### src/rtl/bist_sequencer_if.sv
// Control/observe bundle between a BIST sequencer and its host.
// Latency: n/a (wires only).
// Backpressure: none; tick paces the run, abort preempts it.
interface bist_sequencer_if;
    logic        tick;
    logic        start;
    logic        abort;
    logic [15:0] data_in;
    logic [1:0]  mode;
    logic        ring_counter_enable;
    logic        johnson_counter_enable;
    logic        lfsr_enable;
    logic        busy;
    logic        done;
    logic        pass;
    logic [15:0] signature;

    modport master (
        output tick, start, abort, data_in,
        input  mode, ring_counter_enable, johnson_counter_enable, lfsr_enable,
               busy, done, pass, signature
    );

    modport slave (
        input  tick, start, abort, data_in,
        output mode, ring_counter_enable, johnson_counter_enable, lfsr_enable,
               busy, done, pass, signature
    );
endinterface

### src/rtl/bist_sequencer.sv
// BIST run sequencer: steps ring/Johnson/LFSR phases and compacts data_in into a MISR.
// Latency: state and MISR update one clk after a qualifying tick; CHECK lasts one clk.
// Backpressure: tick=0 freezes the run phase; abort forces IDLE and wins over everything.
module bist_sequencer #(
    parameter int unsigned RING_CYCLES    = 16,
    parameter int unsigned JOHNSON_CYCLES = 32,
    parameter int unsigned LFSR_CYCLES    = 255,
    parameter logic [15:0] GOLDEN         = 16'h0000
) (
    input  logic            clk,
    input  logic            rst,
    bist_sequencer_if.slave bus
);
    typedef enum logic [2:0] {
        S_IDLE, S_RING, S_JOHNSON, S_LFSR, S_CHECK, S_DONE
    } state_t;

    localparam logic [15:0] RING_LOAD    = 16'(RING_CYCLES - 1);
    localparam logic [15:0] JOHNSON_LOAD = 16'(JOHNSON_CYCLES - 1);
    localparam logic [15:0] LFSR_LOAD    = 16'(LFSR_CYCLES - 1);

    state_t      state;
    logic [15:0] cnt;
    logic [15:0] sig;
    logic        pass_q;
    logic [15:0] misr_nxt;

    assign misr_nxt = {sig[14:0], sig[15] ^ sig[13] ^ sig[12] ^ sig[10]} ^ bus.data_in;

    always_ff @(posedge clk or negedge rst) begin
        if (!rst) begin
            state  <= S_IDLE;
            cnt    <= 16'd0;
            sig    <= 16'd0;
            pass_q <= 1'b0;
        end else if (bus.abort) begin
            state  <= S_IDLE;
            pass_q <= 1'b0;
        end else begin
            case (state)
                S_IDLE, S_DONE: begin
                    if (bus.start) begin
                        state  <= S_RING;
                        sig    <= 16'd0;
                        pass_q <= 1'b0;
                        cnt    <= RING_LOAD;
                    end
                end
                S_RING, S_JOHNSON, S_LFSR: begin
                    if (bus.tick) begin
                        sig <= misr_nxt;
                        if (cnt != 16'd0) begin
                            cnt <= cnt - 16'd1;
                        end else begin
                            // Counter hit zero on this tick: hand over to the next phase.
                            case (state)
                                S_RING: begin
                                    state <= S_JOHNSON;
                                    cnt   <= JOHNSON_LOAD;
                                end
                                S_JOHNSON: begin
                                    state <= S_LFSR;
                                    cnt   <= LFSR_LOAD;
                                end
                                default: state <= S_CHECK;
                            endcase
                        end
                    end
                end
                S_CHECK: begin
                    pass_q <= (sig == GOLDEN);
                    state  <= S_DONE;
                end
                default: state <= S_IDLE;
            endcase
        end
    end

    always_comb begin
        bus.mode = 2'b00;
        case (state)
            S_RING:    bus.mode = 2'b01;
            S_JOHNSON: bus.mode = 2'b10;
            S_LFSR:    bus.mode = 2'b11;
            default:   bus.mode = 2'b00;
        endcase
    end

    assign bus.ring_counter_enable    = (state == S_RING);
    assign bus.johnson_counter_enable = (state == S_JOHNSON);
    assign bus.lfsr_enable            = (state == S_LFSR);
    assign bus.busy      = (state == S_RING) || (state == S_JOHNSON) ||
                           (state == S_LFSR) || (state == S_CHECK);
    assign bus.done      = (state == S_DONE);
    assign bus.pass      = pass_q;
    assign bus.signature = sig;
endmodule

### src/flat_wrapper.sv
// flat-port wrapper written by rule: the top's interface ports become plain ports
module bist_sequencer_flat 
#(
    parameter int unsigned RING_CYCLES    = 16,
    parameter int unsigned JOHNSON_CYCLES = 32,
    parameter int unsigned LFSR_CYCLES    = 255,
    parameter logic [15:0] GOLDEN         = 16'h0000
)
  (clk, rst, bus_tick, bus_start, bus_abort, bus_data_in, bus_mode, bus_ring_counter_enable, bus_johnson_counter_enable, bus_lfsr_enable, bus_busy, bus_done, bus_pass, bus_signature);
  bist_sequencer_if bus_i ();
  input  logic clk;
  input  logic rst;
  input wire logic [$bits(bus_i.tick)-1:0] bus_tick;
  input wire logic [$bits(bus_i.start)-1:0] bus_start;
  input wire logic [$bits(bus_i.abort)-1:0] bus_abort;
  input wire logic [$bits(bus_i.data_in)-1:0] bus_data_in;
  output wire logic [$bits(bus_i.mode)-1:0] bus_mode;
  output wire logic [$bits(bus_i.ring_counter_enable)-1:0] bus_ring_counter_enable;
  output wire logic [$bits(bus_i.johnson_counter_enable)-1:0] bus_johnson_counter_enable;
  output wire logic [$bits(bus_i.lfsr_enable)-1:0] bus_lfsr_enable;
  output wire logic [$bits(bus_i.busy)-1:0] bus_busy;
  output wire logic [$bits(bus_i.done)-1:0] bus_done;
  output wire logic [$bits(bus_i.pass)-1:0] bus_pass;
  output wire logic [$bits(bus_i.signature)-1:0] bus_signature;
  assign bus_i.tick = bus_tick;
  assign bus_i.start = bus_start;
  assign bus_i.abort = bus_abort;
  assign bus_i.data_in = bus_data_in;
  assign bus_mode = bus_i.mode;
  assign bus_ring_counter_enable = bus_i.ring_counter_enable;
  assign bus_johnson_counter_enable = bus_i.johnson_counter_enable;
  assign bus_lfsr_enable = bus_i.lfsr_enable;
  assign bus_busy = bus_i.busy;
  assign bus_done = bus_i.done;
  assign bus_pass = bus_i.pass;
  assign bus_signature = bus_i.signature;
  bist_sequencer #(.RING_CYCLES(RING_CYCLES), .JOHNSON_CYCLES(JOHNSON_CYCLES), .LFSR_CYCLES(LFSR_CYCLES), .GOLDEN(GOLDEN)) u_core (.clk(clk), .rst(rst), .bus(bus_i));
endmodule
### config.mk
export PLATFORM = sky130hd
export DESIGN_NAME = bist_sequencer_flat
export DESIGN_NICKNAME = d
export VERILOG_FILES = /design/src/rtl/bist_sequencer_if.sv /design/src/rtl/bist_sequencer.sv /design/src/flat_wrapper.sv
export SDC_FILE = /design/constraint.sdc
export NUM_CORES = 1
export LEC_CHECK = 0
export ABC_AREA = 1
export BUFFER_PORTS_ARGS = -buffer_cell sky130_fd_sc_hd__buf_2
export CAP_MARGIN = 10
export CORE_MARGIN = 5
export CORE_UTILIZATION = 40
export DETAILED_ROUTE_END_ITERATION = 16
export GPL_TIMING_DRIVEN = 0
export PLACE_DENSITY_LB_ADDON = 0.05
export SETUP_SLACK_MARGIN = 0.4
export SLEW_MARGIN = 0
export SYNTH_ARGS = -nofsm -noshare
export SYNTH_HDL_FRONTEND = slang
export SYNTH_SLANG_ARGS = --single-unit
### constraint.sdc
create_clock -name clk -period 1.6 [get_ports clk]
set_input_delay 0.16 -clock clk [delete_from_list [all_inputs] [get_ports clk]]
set_output_delay 0.16 -clock clk [all_outputs]
set_load 0.02 [all_outputs]
==> impl_metrics.csv <==
group,metric,value,unit
setup_path,path_common_cell,"nand2_1",
cells_and_area,fillCellCount,490,
setup_path,cp.buffers_inverters,4,
synth,syn_area,0.00227,mm^2
cells_and_area,diodes,0,
job,maxCapViolCount,0,
cts,clk_path_buf_depth,2,
setup_path,startpoint_type,"flip-flop",
placement,place_inst,410,
cts,holdBufCountCts,0,
setup_path,slowest_delay,460,ps
cells_and_area,final_common_cell,"nand2_1",
power_and_ir_drop,p_comb_frac,0.622,
cells_and_area,final_util,0.631,
power_and_ir_drop,power.density,1770,mW/mm^2
synth,ys_seq_area_frac,0.397,
detailed_routing,wl_per_cell,14.5,um
cts,clock_latency,290,ps
timing,setup_violations,0,
detailed_routing,via_count,2241,
synth,synth_cell_types,29,
cells_and_area,drive_above_1_share,0.462,
detailed_routing,drt_iter0_markers,87,
grt,antenna_found_initial,0,
cells_and_area,layout.cells.non_filler,457,
cts,h-tree-depth,2,
timing,rsz0062_at_grt,"true",
detailed_routing,vias_per_cell,4.90,
power_and_ir_drop,pwr-share-clk,0.134,
synth,ys_ff_latch,36,
timing,hold_violations,36,
timing,relSlewSlack,0.451,
synth,postSynthAreaPerCell,7.72,um^2
grt,grt_pass1_wl,11000,um
worst_hold_path,hold_class,"in2async",
detailed_routing,route.detailed.drc,0,
placement,hpwl,4330,um
status,violations,"negative hold slack",
placement,io_buffers,44,
cells_and_area,final_cell_mix,"nand2_1 (59), buf_2 (37), dfrtp_1 (32)",
timing,whs,-45.1,ps
grt,grt_max_degree,37,
power_and_ir_drop,swShare,0.440,
floorplanning,die_y,85.3,um
floorplanning,rows,27,
power_and_ir_drop,seq_power_share,0.244,
setup_path,crit_path_end_kind,"flip-flop",
setup_path,cp.required,1800,ps
timing,min_period_over_period,0.995,
timing,worst_slew_pin_slew,823,ps
power_and_ir_drop,p_leak,1.72,nW
cts,root_buffer,"clkbuf_8",
synth,yosysWarningCount,0,
cts,cts_buffers,5,
detailed_routing,firstDrtPassIters,4,
power_and_ir_drop,ir_worst_vdd,1100,uV
grt,grt_overflow,0,
timing,drv_slew,0,
grt,first_global_vias,2293,
cells_and_area,syn2layout_area_growth,53.1,%
synth,synth.net_count,316,
status,run_status,"finished, violations left",
placement,dpl_cell_area,0.00272,mm^2
setup_path,crit_type,"reg2reg",
grt,track_usage,0.188,
detailed_routing,ant_nets,0,
setup_path,path_delay_family,"simple AND/OR/NAND/NOR gates",
floorplanning,core-area,0.00551,mm^2
floorplanning,initial_core_util,0.412,
timing,min_period,1590,ps
setup_path,slowest_stage,"dfrtp_2",
placement,gp_congestion,0.847,
power_and_ir_drop,internal_power,3.44,mW
timing,clock_skew,9.61,ps
setup_path,r2r_setup_slack,9,ps
detailed_routing,routed_wl,6640,um
timing,fin_setup_tns,0,ps
setup_path,crit_arrival,1790,ps
floorplanning,io_pins,45,
power_and_ir_drop,switching_power,2.71,mW
timing,fmax,628,MHz
floorplanning,die_width,85.3,um
setup_path,crit_chain,"buf_6, nand2_4, nand2_1, nor2_4, nor2_8, buf_6, buf_4, nand3_1, nand2_1, nand2_1, inv_1",
cells_and_area,design_area,0.00347,mm^2
cts,cts.sinks,36,
cells_and_area,final_nets,406,
cts,cts_tree,"yes",
cts,path_clk_slew,80,ps
floorplanning,dieArea,0.00728,mm^2
synth,syn_inst,294,
setup_path,cp_max_fo,5,
==> worst paths after layout <==
kind                                 start                        to  depth (start not counted)
max                        u_core.state[2]            u_core.cnt[12]                         11
max in group asynchronous              rst           u_core.state[1]                          1
max reg2reg                u_core.state[2]            u_core.cnt[12]                         11
min reg2reg                  u_core.cnt[0]             u_core.cnt[0]                          2
min                                    rst  u_core.bus.signature[15]                          1
min in group clk                 bus_abort           u_core.bus.pass                          2
==> power by group through the flow <==
stage	combinational [mW]	clock [mW]	sequential, mW
floorplan	1.69	0	1.66
global placement	2.56	0	1.49
detailed placement	2.58	0	1.49
CTS	3.38	0.839	1.48
global route	4.11	0.882	1.54
finish	3.82	0.821	1.50
==> metrics by stage <==
| step | setup WS, ps | power [mW] |
|---|---|---|
| global route | -90.7 | 6.54 |
| CTS | 19.9 | 5.69 |
| detailed placement | -72.8 | 4.06 |
| finish | 8.50 | 6.14 |
| global placement | -69.9 | 4.05 |
| floorplan | 193 | 3.35 |
==> cells by family (layout without fill, tap and decap cells) <==
kind of cell             Yosys count  after routing  share of synthesized area
buffers and inverters             42            133                     0.0783
XOR/XNOR                          23             23                     0.0888
flip-flops                        36             36                      0.397
AND/OR/NAND/NOR                  157            157                      0.312
AO/OA/AOI/OAI                     35             35                      0.118
adder cells (fa/ha/maj)            1              1                    0.00551
==> routing by layer <==
layer / wire (um) / up-vias / track usage / share of wire
met2: 3040 / 46 / 0.297 / 0.46
met1: 3240 / 1053 / 0.254 / 0.49
met5: 0 / - / 0 / 0
met4: 137 / 0 / 0.0604 / 0.021
met3: 224 / 11 / 0.0417 / 0.034
li1: - / 1131 / - / -
==> sequential cells by signal, summed over array words and instances, names as in the netlist <==
register              flops
u_core.bus.signature     16
u_core.cnt               16
u_core.state              3
u_core.bus.pass           1
==> synthesized netlist by cell type, drive strengths merged <==
cell / number / area, um^2
a21oi: 1 / 8.76
buf: 4 / 35.0
clkinv: 1 / 3.75
dfrtp: 36 / 901
ha: 1 / 12.5
inv: 37 / 139
nand2: 80 / 320
nand3: 27 / 140
nand3b: 3 / 22.5
nand4: 6 / 37.5
nor2: 37 / 163
nor4: 2 / 12.5
o211ai: 2 / 15.0
o21a: 2 / 15.0
o21ai: 17 / 85.1
o22ai: 13 / 144
or2: 2 / 12.5
xnor2: 19 / 166
xor2: 4 / 35.0
==> worst reg2reg max path, delay by kind of cell, from the launching register on <==
family	cells	cell delay, ps
buf+inv	4	420
flops	1	460
simple gates	7	630
==> area by class of cell <==
class	instances	area, um^2	area share
Multi-Input combinational cell	216	1480	0.427
Sequential cell	36	906	0.261
Timing Repair Buffer	83	668	0.192
Inverter	38	154	0.0443
Tap cell	72	90.1	0.0259
Clock buffer	5	68.8	0.0198
Buffer	4	62.6	0.0180
Clock inverter	3	42.5	0.0122
==> what timing repair did <==
item | in CTS | in global routing
buffers inserted | 28 | 8
cloned | 1 | 2
pin swaps | 11 | 27
endpoints found under the setup margin | 43 | 43
gates resized for setup | 57 | 37
Power figures use the tool's default switching activity.
